**src/rtl/sample_rate_gen.sv**
```systemverilog
// Phase-accumulator sample-rate strobe generator: fractional os_tick / sample_tick
// strobes from clk, runtime rate selection with a glitch-free handshake, running index.
module sample_rate_gen #(
    parameter int ACC_W = 32,
    parameter int OS    = 4,
    parameter int IDX_W = 24,
    parameter logic [ACC_W-1:0] INC0 = ACC_W'(7576322),
    parameter logic [ACC_W-1:0] INC1 = ACC_W'(8246337),
    parameter logic [ACC_W-1:0] INC2 = ACC_W'(3788161)
) (
    input  logic             clk,
    input  logic             reset,
    input  logic             enable,
    input  logic             idx_clr,
    input  logic             cfg_valid,
    output logic             cfg_ready,
    input  logic [1:0]       rate_sel,
    input  logic [ACC_W-1:0] custom_inc,
    output logic [1:0]       cur_rate,
    output logic             os_tick,
    output logic             sample_tick,
    output logic [IDX_W-1:0] sample_idx
);
    // state | meaning
    // IDLE  | generator stopped, phase and os count held at zero
    // RUN   | accumulator advancing, strobes generated on wrap
    typedef enum logic {IDLE, RUN} state_t;

    localparam int OS_W = (OS > 1) ? $clog2(OS) : 1;

    state_t           state;
    logic [ACC_W-1:0] acc;
    logic [ACC_W-1:0] inc;
    logic [OS_W-1:0]  os_cnt;
    logic             pending;
    logic [ACC_W-1:0] pend_inc;
    logic [1:0]       pend_rate;

    logic [ACC_W-1:0] sel_inc;
    logic [ACC_W:0]   sum;
    logic             accept;
    logic             os_last;

    always_comb begin
        sel_inc = custom_inc;
        case (rate_sel)
            2'd0:    sel_inc = INC0;
            2'd1:    sel_inc = INC1;
            2'd2:    sel_inc = INC2;
            default: sel_inc = custom_inc;
        endcase
    end

    assign sum       = {1'b0, acc} + {1'b0, inc};
    assign os_last   = (os_cnt == OS_W'(OS - 1));
    assign accept    = cfg_valid && !pending;
    assign cfg_ready = !pending;

    always_ff @(posedge clk) begin
        if (reset) begin
            state       <= IDLE;
            acc         <= '0;
            inc         <= INC0;
            os_cnt      <= '0;
            os_tick     <= 1'b0;
            sample_tick <= 1'b0;
            cur_rate    <= 2'd0;
            sample_idx  <= '0;
            pending     <= 1'b0;
            pend_inc    <= '0;
            pend_rate   <= 2'd0;
        end else begin
            // Index counts the strobe visible this cycle, so a clear in that cycle wins.
            if (idx_clr)
                sample_idx <= '0;
            else if (sample_tick)
                sample_idx <= sample_idx + 1'b1;

            case (state)
                IDLE: begin
                    acc         <= '0;
                    os_cnt      <= '0;
                    os_tick     <= 1'b0;
                    sample_tick <= 1'b0;
                    if (accept) begin
                        inc      <= sel_inc;
                        cur_rate <= rate_sel;
                    end
                    if (enable)
                        state <= RUN;
                end
                RUN: begin
                    if (!enable) begin
                        state       <= IDLE;
                        acc         <= '0;
                        os_cnt      <= '0;
                        os_tick     <= 1'b0;
                        sample_tick <= 1'b0;
                        if (pending) begin
                            inc      <= pend_inc;
                            cur_rate <= pend_rate;
                            pending  <= 1'b0;
                        end else if (accept) begin
                            inc      <= sel_inc;
                            cur_rate <= rate_sel;
                        end
                    end else begin
                        acc         <= sum[ACC_W-1:0];
                        os_tick     <= sum[ACC_W];
                        sample_tick <= sum[ACC_W] && os_last;
                        if (sum[ACC_W])
                            os_cnt <= os_last ? '0 : os_cnt + 1'b1;
                        // Rate swaps only on a sample boundary so phase stays continuous.
                        if (pending && sample_tick) begin
                            inc      <= pend_inc;
                            cur_rate <= pend_rate;
                            pending  <= 1'b0;
                        end else if (accept) begin
                            pending   <= 1'b1;
                            pend_inc  <= sel_inc;
                            pend_rate <= rate_sel;
                        end
                    end
                end
                default: state <= IDLE;
            endcase
        end
    end
endmodule
```
**config.mk**
```make
export PLATFORM = sky130hd
export DESIGN_NAME = sample_rate_gen
export DESIGN_NICKNAME = d
export VERILOG_FILES = /design/src/rtl/sample_rate_gen.sv
export SDC_FILE = /design/constraint.sdc
export NUM_CORES = 1
export LEC_CHECK = 0
export ABC_AREA = 1
export BUFFER_PORTS_ARGS = -buffer_cell sky130_fd_sc_hd__buf_2
export CORE_MARGIN = 4
export CORE_UTILIZATION = 60
export CTS_CLUSTER_DIAMETER = 150
export DETAILED_ROUTE_END_ITERATION = 16
export PLACE_DENSITY = 0.86
export SETUP_SLACK_MARGIN = 0.2
export SLEW_MARGIN = 20
export SYNTH_ARGS = -nofsm -noshare
export SYNTH_HDL_FRONTEND = slang
export SYNTH_SLANG_ARGS = --single-unit
```
**constraint.sdc**
```tcl
create_clock -name clk -period 2.4 [get_ports clk]
set_clock_uncertainty 0.2 [all_clocks]
set_input_delay 0.48 -clock clk [delete_from_list [all_inputs] [get_ports clk]]
set_output_delay 0.48 -clock clk [all_outputs]
set_load 0.01 [all_outputs]
```
* Word level (Yosys, flattened, before mapping)
Cells that the tools add are included.
Word-level totals: word-level logic and storage cells 55, output and inout port bits 29, bits of input ports 39, register bits 130
Cells by class: bitwise logic cells 2, mux-type cells 25, equal/unequal tests 6, add/subtract/negate cells 3, reduce and logical (&&, ||, !) cells 8
Operators by type and width (number):
- two-way mux 32 bit | 5
- case mux 32 bit (2 select lines) | 2
- case mux 32 bit (3 select lines) | 1
- adder 32 x 32 -> 33 bit | 1
- adder 24 x 1 -> 24 bit (second input constant) | 1
- two-way mux 2 bit | 7
- case mux 2 bit (2 select lines) | 2
- two-way mux 1 bit | 6
- != test 3 x 2 -> 1 bit (second input constant) | 2
- equality test 2 bit (second input constant) | 2
- case mux 1 bit (2 select lines) | 2
- AND reduction 4 bit | 1
- logical AND 1 bit | 3
- != test 3 x 1 -> 1 bit (second input constant) | 1
- adder 2 x 1 -> 2 bit (second input constant) | 1
- equality test 2 x 1 -> 1 bit (second input constant) | 1
- logical NOT 2 bit | 1
- inverter 1 bit | 2
- AND reduction 2 bit | 1
- OR reduction 2 bit | 1
- logical NOT 1 bit | 1

* Longest topological paths before layout
Gate-level depths: netlist (run 1).
depth after elaboration 6, mapped depth 13, mapped depth without buffers 13

* Worst setup path before layout (run 1)
No wires, ideal clock.
path kind register to register, from reg inc[0], to reg sample_tick, setup time 115 ps, setup slack 421 ps, period minus slack after synthesis 1979 ps, stages on the path, launching flop included 12, data required time 2085 ps, arrival time 1663 ps, path buffers 0, cell sequence dfxtp_1 ha_1 fa_1 nand2_1 nand2_1 nand3_1 nand2_1 nand2_1 nand2_1 nand2_1 nand2_1 and3_1
Between the ends: cells in the longest elaborated chain, start to end 4
Ends and longest elaborated chain:
- start: declaration | RTL line 33 | logic [ACC_W-1:0] inc;
- start signal: assignment | RTL line 86 | inc <= sel_inc;
- start signal: assignment | RTL line 100 | inc <= pend_inc;
- start signal: assignment | RTL line 104 | inc <= sel_inc;
- adder 32 x 32 -> 33 bit | RTL line 54 | assign sum = {1'b0, acc} + {1'b0, inc};
- logical AND 1 bit | RTL line 110 | sample_tick <= sum[ACC_W] && os_last;
- two-way mux 1 bit | RTL line 93 | if (!enable) begin
- case mux 1 bit (2 select lines) | RTL line 79 | case (state)
- end signal: assignment | RTL line 110
- end: declaration | RTL line 21 | output logic sample_tick,
No other way between the ends. A chain may end at the register's enable or synchronous reset.

* Worst setup path after layout (run 1)
from reg inc[0], to reg acc[30]
Between the ends: cells in the longest elaborated chain, start to end 3
Ends and longest elaborated chain:
- adder 32 x 32 -> 33 bit | RTL line 54
- two-way mux 32 bit | RTL line 93
- case mux 32 bit (2 select lines) | RTL line 79
- end signal: assignment | RTL line 108 | acc <= sum[ACC_W-1:0];
- end: declaration | RTL line 32 | logic [ACC_W-1:0] acc;
No other way between the ends.

==> flow_summary.ini, run 1 <==
[placed_design]
dp_worst_setup_slack_ns = 0.2011
numPortBuffers = 67
gp_congestion = 0.9624
dp_cells = 1392
dp_hpwl_um = 14330

[power]
power_frac_comb_pct = 11.4
switching_power_mw = 1.448
power_mw = 5.695
internal_power_mw = 4.247
seqPwrFrac_pct = 40.5
p_sw_share_pct = 25.43
power_frac_clock_pct = 48.1
power_leakage_nw = 4.242
p_per_area_nw_per_um2 = 638.9
peakVddDrop_mv = 0.5131

[min_path]
hold_depth = 3
hold_path.class = primary input to register
hold_path_end = state$_SDFF_PP0_
min_from = enable

[critical_path]
arrival_ns = 2.25
ff2ff_setup_slack_ns = 0.26
critical_path_class = register to register
endpoint_kind = register
cp_slowest_cell = fa_2
r2r_cells = 12
rr_startpoint = inc[0]$_SDFFE_PP0P_
crit_top_cell = nand2_1
r2r-end = acc[30]$_SDFF_PP0_
path_buf_inv = 0
required_ns = 2.51
cp_cell_sequence = ha_2 > fa_2 > nand2_1 > nand2_1 > nand3_1 > nand2_2 > nand2_1 > nand2_1 > nand2_1 > nand3_1 > nand2_1 > nor2_1
max_stage_delay_ns = 0.42
critPathMaxFanout = 4
cp_top_family = simple AND/OR/NAND/NOR gates
crit_path_start_kind = register

[timing]
fmax_mhz = 467.8
hold_violations = 0
rsz0062_at_grt = yes
fin_crit_sh_pct = 89.08
max_slew_margin_pct = 67.68
min_period_ns = 2.138
final_max_slew_viol_count = 0
setup_viol = 0
fin_tns_setup_ns = 0
worst_slack_ns = 0.2622
tightest_slew_ns = 0.4843

[layout]
areaGrowthSynthToFinish_pct = 15.89
final_cell_mix = nand2_1, inv_1, nor2_1
fin_nets = 1319
diodes = 0
final_layout_size_suffix_gt1_share_pct = 13.41
mostFrequentLayoutCell = nand2_1
stdcell_count = 1425
final_util_pct = 70.92

[die]
pin_count = 68
die_h_um = 121.2
std_cell_rows = 41
dieWidth_um = 121.2
core_area_um2 = 12570
die_area_um2 = 14690
start_util_pct = 61.19

[clock_tree]
tritoncts = yes
cts_root_buffer = clkbuf_16
cts.reportedPaths.clkPinSlew_ns = 0.05
h-tree-depth = 4
cts_hold_buf = 0
clockBufferDepth = 2
cts_inserted_buffers = 17
clkSinkCount = 130
clock_latency_ns = 0.42

[route]
drt_first_pass_iters = 7
drc_errors = 0
ant_nets = 0
wirelength_um = 20270
via_per_inst = 5.436
wire_per_inst_um = 14.22
vias = 7747
drt-initial-drc-count = 621

[yosys]
syn-cell-area_um2 = 7691
synth_seq_area_share_pct = 33.84
synth_cells = 1180
synth-seq-cells = 130
ys.flop_type = dfxtp_1
synth_edf_count = 0
yosys_warnings = 0
async_reset_ff_share_pct = 0
synth_cell_type_count = 41
synth_nets = 1258
syn_avg_cell_area_um2 = 6.518

[global_route]
grt_pass1_wl_um = 32520
grt_max_degree = 56
grtUsageTotal_pct = 27.49
antenna_found_initial = 0
grt_pass1_vias = 6941
grt_overflow = 0

[job]
maxCapViolations = 0

[status]
status = complete, no violations
worst min-delay path, cell delays in order:
cell	delay (ns)
buf_2	0.12
inv_1	0.06
nor2_1	0.04
kinds of logic after synthesis:
kind of cell	after synthesis	synth area share, %
and+or+nand+nor	545	28.88
AOI/OAI and AO/OA	252	19.28
buffers and inverters	204	10.43
DFF	130	33.84
xor gates and xnor gates	10	1.139
adders and majority gates	39	6.442
stage by stage:
step	hold slack [ns]	instance area (um2)
6_report	0.1281	8914
5_1_grt	0.1303	8914
4_1_cts	0.1133	8821
3_5_place_dp	0.2523	8200
3_3_place_gp	0.2492	8200
2_1_floorplan	0.2401	7691
layout make-up:
| type | instances | area [um2] |
|---|---|---|
| flip-flops and latches | 130 | 2603 |
| well taps | 172 | 215.2 |
| multi-input cells | 846 | 4373 |
| clock inverters | 9 | 153.9 |
| inverters | 163 | 611.8 |
| clock buffers | 22 | 464.2 |
| repair buffers | 83 | 493.0 |
| fillers | 1036 | 3655 |
layer usage:
layer / vias up / global-route usage [%] / routed length (um)
met5: - / 0 / 0
met3: 46 / 4.988 / 1405
met4: 0 / 9.314 / 474
met2: 274 / 46.34 / 9675
met1: 3509 / 35.53 / 8715
li1: 3918 / - / -
state kept, by name (all words and copies together) (netlist names):
register     count
acc             32
inc             32
pend_inc        32
sample_idx      24
cur_rate         2
os_cnt           2
pend_rate        2
os_tick          1
pending          1
sample_tick      1
state            1
power groups by stage:
stage          registers, mW  clock network (mW)  logic (mW)
2_1_floorplan           2.31                   0       0.453
3_3_place_gp            2.34                   0       0.598
3_5_place_dp            2.34                   0       0.614
4_1_cts                 2.30                2.76       0.626
5_1_grt                 2.31                2.85       0.726
6_report                2.30                2.74       0.648
worst max-delay path by stage:
stage                              startpoint                endpoint  slack, ns  depth (start not counted)
after floorplan           inc[0]$_SDFFE_PP0P_  sample_tick$_SDFF_PP0_       0.42                         11
after global placement    inc[0]$_SDFFE_PP0P_  sample_tick$_SDFF_PP0_       0.26                         11
after detailed placement  inc[0]$_SDFFE_PP0P_  sample_tick$_SDFF_PP0_       0.20                         11
after CTS                 inc[0]$_SDFFE_PP0P_  os_cnt[1]$_SDFFE_PP0P_       0.25                         12
after global routing      inc[0]$_SDFFE_PP0P_      acc[30]$_SDFF_PP0_       0.18                         12
final                     inc[0]$_SDFFE_PP0P_      acc[30]$_SDFF_PP0_       0.26                         12
repair_timing:
item / 4_1_cts / 5_1_grt
setup buffers: 0 / 2
resized for setup: 1 / 15
setup endpoints to repair: 2 / 13
pin swaps: 0 / 2
Yosys cell counts, drive strengths merged, types with 3 or more instances:
library cell | number | area (um2)
nand4 | 4 | 25.02
a211oi | 23 | 267.8
o21ai | 85 | 425.4
nor2 | 145 | 584.3
xor2 | 6 | 52.55
a32o | 4 | 40.04
o211ai | 8 | 60.06
nand2 | 328 | 1236
a31oi | 6 | 37.54
nor3 | 11 | 60.06
or2 | 5 | 31.28
clkbuf | 24 | 90.09
ha | 38 | 475.5
dfxtp | 130 | 2603
buf | 17 | 100.1
nand3 | 44 | 230.2
a21oi | 118 | 590.6
xnor2 | 4 | 35.03
inv | 163 | 611.8
o21a | 3 | 22.52
No activity file was read; power rests on OpenSTA's default activity.
==> run 2, diff against run 1 <==
--- a/config.mk
+++ b/config.mk
@@ -7,8 +7,10 @@
 export LEC_CHECK = 0
 export ABC_AREA = 1
 export BUFFER_PORTS_ARGS = -buffer_cell sky130_fd_sc_hd__buf_2
+export CELL_PAD_IN_SITES_DETAIL_PLACEMENT = 1
+export CELL_PAD_IN_SITES_GLOBAL_PLACEMENT = 2
 export CORE_MARGIN = 4
-export CORE_UTILIZATION = 60
+export CORE_UTILIZATION = 33
 export CTS_CLUSTER_DIAMETER = 150
 export DETAILED_ROUTE_END_ITERATION = 16
 export PLACE_DENSITY = 0.86
==> flow_summary.ini, run 2 (synthesized netlist as in run 1, its figures left out) <==
[layout]
stdcell_count = 1570
final_layout_size_suffix_gt1_share_pct = 14.96
fin_area_um2 = 9141
mostFrequentLayoutCell = nand2_1
final_util_pct = 40.13
fill_cells = 2990
fin_nets = 1323
top_regs = acc: 32 flops, inc: 32 flops, pend_inc: 32 flops
areaGrowthSynthToFinish_pct = 18.85
regArea_um2 = 2608
diodes = 0
multi_input_area_um2 = 4389
final_cell_mix = nand2_1, inv_1, nor2_1

[die]
dieWidth_um = 160.7
std_cell_rows = 55
die_area_um2 = 25810
start_util_pct = 33.77
core_area_um2 = 22780
die_h_um = 160.7
pin_count = 68

[clock_tree]
clockBufferDepth = 2
clkSinkCount = 130
cts_root_buffer = clkbuf_16
tritoncts = yes
cts.reportedPaths.clkPinSlew_ns = 0.06
clock_latency_ns = 0.43
cts_inserted_buffers = 17
h-tree-depth = 4

[power]
p_per_area_nw_per_um2 = 632.9
power_leakage_nw = 4.263
peakVddDrop_mv = 0.3739

[timing]
final_max_slew_viol_count = 0
rsz0062_at_grt = yes
max_slew_margin_pct = 65.22
fin_tns_setup_ns = 0
setup_viol = 0
fin_crit_sh_pct = 85.94
hold_violations = 0
min_period_ns = 2.063
tightest_slew_ns = 0.5211
fmax_mhz = 484.8

[route]
wire_per_inst_um = 15.54
vias = 7622
drc_errors = 0
drt-initial-drc-count = 318
ant_nets = 0
drt_first_pass_iters = 4
via_per_inst = 4.855
wirelength_um = 24400

[critical_path]
crit_path_start_kind = register
required_ns = 2.52
endpoint_kind = register
r2r_cells = 12
arrival_ns = 2.18
critPathMaxFanout = 5
critical_path_class = register to register

[status]
status = complete, no violations

[global_route]
grt_pass1_wl_um = 39560
grt_max_degree = 41
antenna_found_initial = 0
grt_pass1_vias = 7673
grt_overflow = 0
grtUsageTotal_pct = 18.86

[placed_design]
gp_congestion = 0.8259
dp_cells = 1538
dp_hpwl_um = 18920
placed_area_um2 = 8414
numPortBuffers = 67

[min_path]
hold_depth = 3
hold_path.class = primary input to register

[job]
maxCapViolations = 0
-- run 2: cell types whose count changed in the layout (fill, tap and decap cells not counted), moves of 2 or more --
cell	before	now
buf_4	13	17
clkbuf_1	3	0
clkbuf_8	2	0
clkinv_2	2	0
clkinv_4	0	2
dfxtp_1	130	126
dfxtp_2	0	4
ha_1	33	30
ha_2	1	5
inv_6	1	5
inv_8	0	3
nand2_1	319	315
nand2_2	9	13
-- run 2: cell type report --
type / instances / share of cell area [%]
timing repair buffer: 87 / 5.721
multi-input combinational: 846 / 48.02
sequential: 130 / 28.52
clock inverter: 14 / 2.108
inverter: 163 / 6.693
tap: 313 / 4.284
clock buffer: 17 / 4.654
-- run 2: critical path, cell delays in order (launching register included) --
cell	delay, ns
dfxtp_1	0.38
ha_1	0.37
nand2_1	0.12
nor2_1	0.15
nand3_2	0.08
nand2_2	0.11
nand2_1	0.06
nand2_1	0.12
nand2_1	0.10
nand2_2	0.10
nand2_1	0.06
nand2_1	0.07
nor2_1	0.04
-- run 2: report_power, final --
group / internal, mW / switching, mW / leakage (nW)
Sequential: 2.23 / 0.0721 / 1.06
Clock: 1.67 / 1.13 / 0.301
Combinational: 0.233 / 0.443 / 2.90
-- run 2: path summary, 6_finish.rpt --
| check | start | to | slack, ns |
|---|---|---|---|
| setup / recovery | inc[4]$_SDFFE_PP0P_ | os_cnt[0]$_SDFFE_PP0P_ | 0.34 |
| hold reg to reg | pend_inc[16]$_SDFFE_PP0P_ | pend_inc[16]$_SDFFE_PP0P_ | 0.26 |
| hold / removal | enable | state$_SDFF_PP0_ | 0.12 |
| setup reg to reg | inc[4]$_SDFFE_PP0P_ | os_cnt[0]$_SDFFE_PP0P_ | 0.34 |
-- run 2: per-stage QoR --
stage | worst slack [ns] | hold WS, ns | power [mW]
floorplan | 0.4215 | 0.2401 | 2.767
global placement | 0.2270 | 0.2507 | 2.995
detailed placement | 0.1446 | 0.2555 | 3.009
CTS | 0.2013 | 0.1034 | 5.838
global route | 0.1801 | 0.1076 | 6.041
finish | 0.3374 | 0.1213 | 5.786
-- run 2: repair_timing --
action                                  CTS  global route
hold buffers                              0             0
gates resized for setup                   3            26
endpoints found under the setup margin    7            19
setup buffers                             1             0
pin swaps                                 1             5
-- run 2: metal layers --
metal / share of wire (%) / routed length, um / global-route usage (%)
met1: 47 / 11500 / 24.34
met2: 49 / 11850 / 32.43
met3: 2.9 / 712 / 3.567
met4: 1.4 / 338 / 4.889
met5: 0 / 0 / 0
==> run 3, diff against run 2 <==
--- a/config.mk
+++ b/config.mk
@@ -10,10 +10,10 @@
 export CELL_PAD_IN_SITES_DETAIL_PLACEMENT = 1
 export CELL_PAD_IN_SITES_GLOBAL_PLACEMENT = 2
 export CORE_MARGIN = 4
-export CORE_UTILIZATION = 33
+export CORE_UTILIZATION = 36
 export CTS_CLUSTER_DIAMETER = 150
 export DETAILED_ROUTE_END_ITERATION = 16
-export PLACE_DENSITY = 0.86
+export PLACE_DENSITY = 0.92
 export SETUP_SLACK_MARGIN = 0.2
 export SLEW_MARGIN = 20
 export SYNTH_ARGS = -nofsm -noshare
==> constraint.sdc (replaced) <==
create_clock -name clk -period 2.6 [get_ports clk]
set_clock_uncertainty 0.2 [all_clocks]
set_input_delay 0.52 -clock clk [delete_from_list [all_inputs] [get_ports clk]]
set_output_delay 0.52 -clock clk [all_outputs]
set_load 0.01 [all_outputs]
==> flow_summary.ini, run 3 (synthesized netlist as in run 1, its figures left out) <==
[placed_design]
dp_hpwl_um = 17860
placed_area_um2 = 8337
dp_worst_setup_slack_ns = 0.3134
numPortBuffers = 67
dp_cells = 1496
gp_congestion = 0.9163

[route]
via_per_inst = 4.987
drt_first_pass_iters = 4
drc_errors = 0
drt-initial-drc-count = 247
ant_nets = 0
vias = 7620
wire_per_inst_um = 15.07
wirelength_um = 23030

[clock_tree]
clockBufferDepth = 2
cts.reportedPaths.clkPinSlew_ns = 0.06
cts_root_buffer = clkbuf_16
cts_hold_buf = 0
post_cts_buffers = 0
cts-resized-gates = 0
h-tree-depth = 4
clkSinkCount = 130
clock_latency_ns = 0.43
tritoncts = yes
cts_inserted_buffers = 17

[global_route]
grt_pass1_vias = 7777
grtUsageTotal_pct = 19.91
grt_overflow = 0
grt_max_degree = 54
grt_pass1_wl_um = 38760
antenna_found_initial = 0

[timing]
hold_violations = 0
final_max_slew_viol_count = 0
fmax_mhz = 456.2
setup_viol = 0
fin_crit_sh_pct = 84.31
tightest_slew_ns = 0.7744
holdWs_ns = 0.1617
max_slew_margin_pct = 48.31
min_period_ns = 2.192
fin_tns_setup_ns = 0
rsz0062_at_grt = no
worst_slack_ns = 0.4079

[critical_path]
critPathMaxFanout = 5
cp_top_family = simple AND/OR/NAND/NOR gates
critical_path_class = register to register
arrival_ns = 2.31
cp_slowest_cell = fa_2
crit_top_cell = nand2_1
crit_path_start_kind = register
endpoint_kind = register
cp_cell_sequence = ha_1 > fa_2 > nand2_1 > nand2_1 > nand3_1 > nand2_2 > nand2_1 > nand2_1 > nand2_1 > nand2_1 > and3_1
max_stage_delay_ns = 0.38
required_ns = 2.72
ff2ff_setup_slack_ns = 0.41
path_buf_inv = 0

[die]
pin_count = 68
die_area_um2 = 23770
std_cell_rows = 53
die_h_um = 154.2
dieWidth_um = 154.2
core_area_um2 = 21020
start_util_pct = 36.59

[job]
maxCapViolations = 0

[power]
power_mw = 5.040
peakVddDrop_mv = 0.3823
power_leakage_nw = 4.214
p_per_area_nw_per_um2 = 566.0

[layout]
fin_area_um2 = 8906
stdcell_count = 1528
diodes = 0
final_cell_mix = nand2_1, inv_1, nor2_1
fin_nets = 1318
top_regs = acc: 32 flops, inc: 32 flops, pend_inc: 32 flops
final_layout_size_suffix_gt1_share_pct = 12.61
fill_cells = 2798
final_util_pct = 42.37
areaGrowthSynthToFinish_pct = 15.80
mostFrequentLayoutCell = nand2_1

[min_path]
hold_path.class = primary input to register

[status]
status = complete, no violations
run 3: cell count changes in the layout (fill, tap and decap cells not counted), moves of 4 or more:
cell	change
dfxtp_2	-4
buf_4	-5
ha_1	+8
ha_2	-5
dfxtp_1	+4
nand2_1	+9
nand2_2	-9
run 3: cell type report:
cell class,instances,area [um2],area share (%)
well taps,275,344.1,3.863
inverters,163,611.8,6.870
repair buffers,82,485.5,5.451
clock inverters,14,130.1,1.461
clock buffers,18,429.2,4.819
flip-flops and latches,130,2603,29.22
multi-input cells,846,4303,48.31
run 3: where the power goes:
part / leakage, nW / switching [mW] / internal (mW) / total (mW)
Sequential: 1.06 / 0.0652 / 2.06 / 2.13
Combinational: 2.89 / 0.394 / 0.202 / 0.597
Clock: 0.265 / 0.990 / 1.33 / 2.32
Total: 4.21 / 1.45 / 3.59 / 5.04
run 3: final timing paths:
check,start,endpoint,cells after the start
setup / recovery,inc[0]$_SDFFE_PP0P_,sample_tick$_SDFF_PP0_,11
hold reg to reg,pend_inc[3]$_SDFFE_PP0P_,pend_inc[3]$_SDFFE_PP0P_,2
setup reg to reg,inc[0]$_SDFFE_PP0P_,sample_tick$_SDFF_PP0_,11
hold / removal,custom_inc[13],pend_inc[13]$_SDFFE_PP0P_,3
run 3: per-layer routing:
| layer | GRT usage [%] | routed length (um) | up-vias |
|---|---|---|---|
| li1 | - | - | 3927 |
| met1 | 25.68 | 11180 | 3580 |
| met2 | 33.82 | 10710 | 88 |
| met3 | 3.659 | 627 | 25 |
| met4 | 6.098 | 520 | 0 |
| met5 | 0 | 0 | - |
run 3: tightest hold or removal path, stage by stage:
cell and delay, ns:
buf_2 0.11, nand3_1 0.07, a21oi_1 0.05
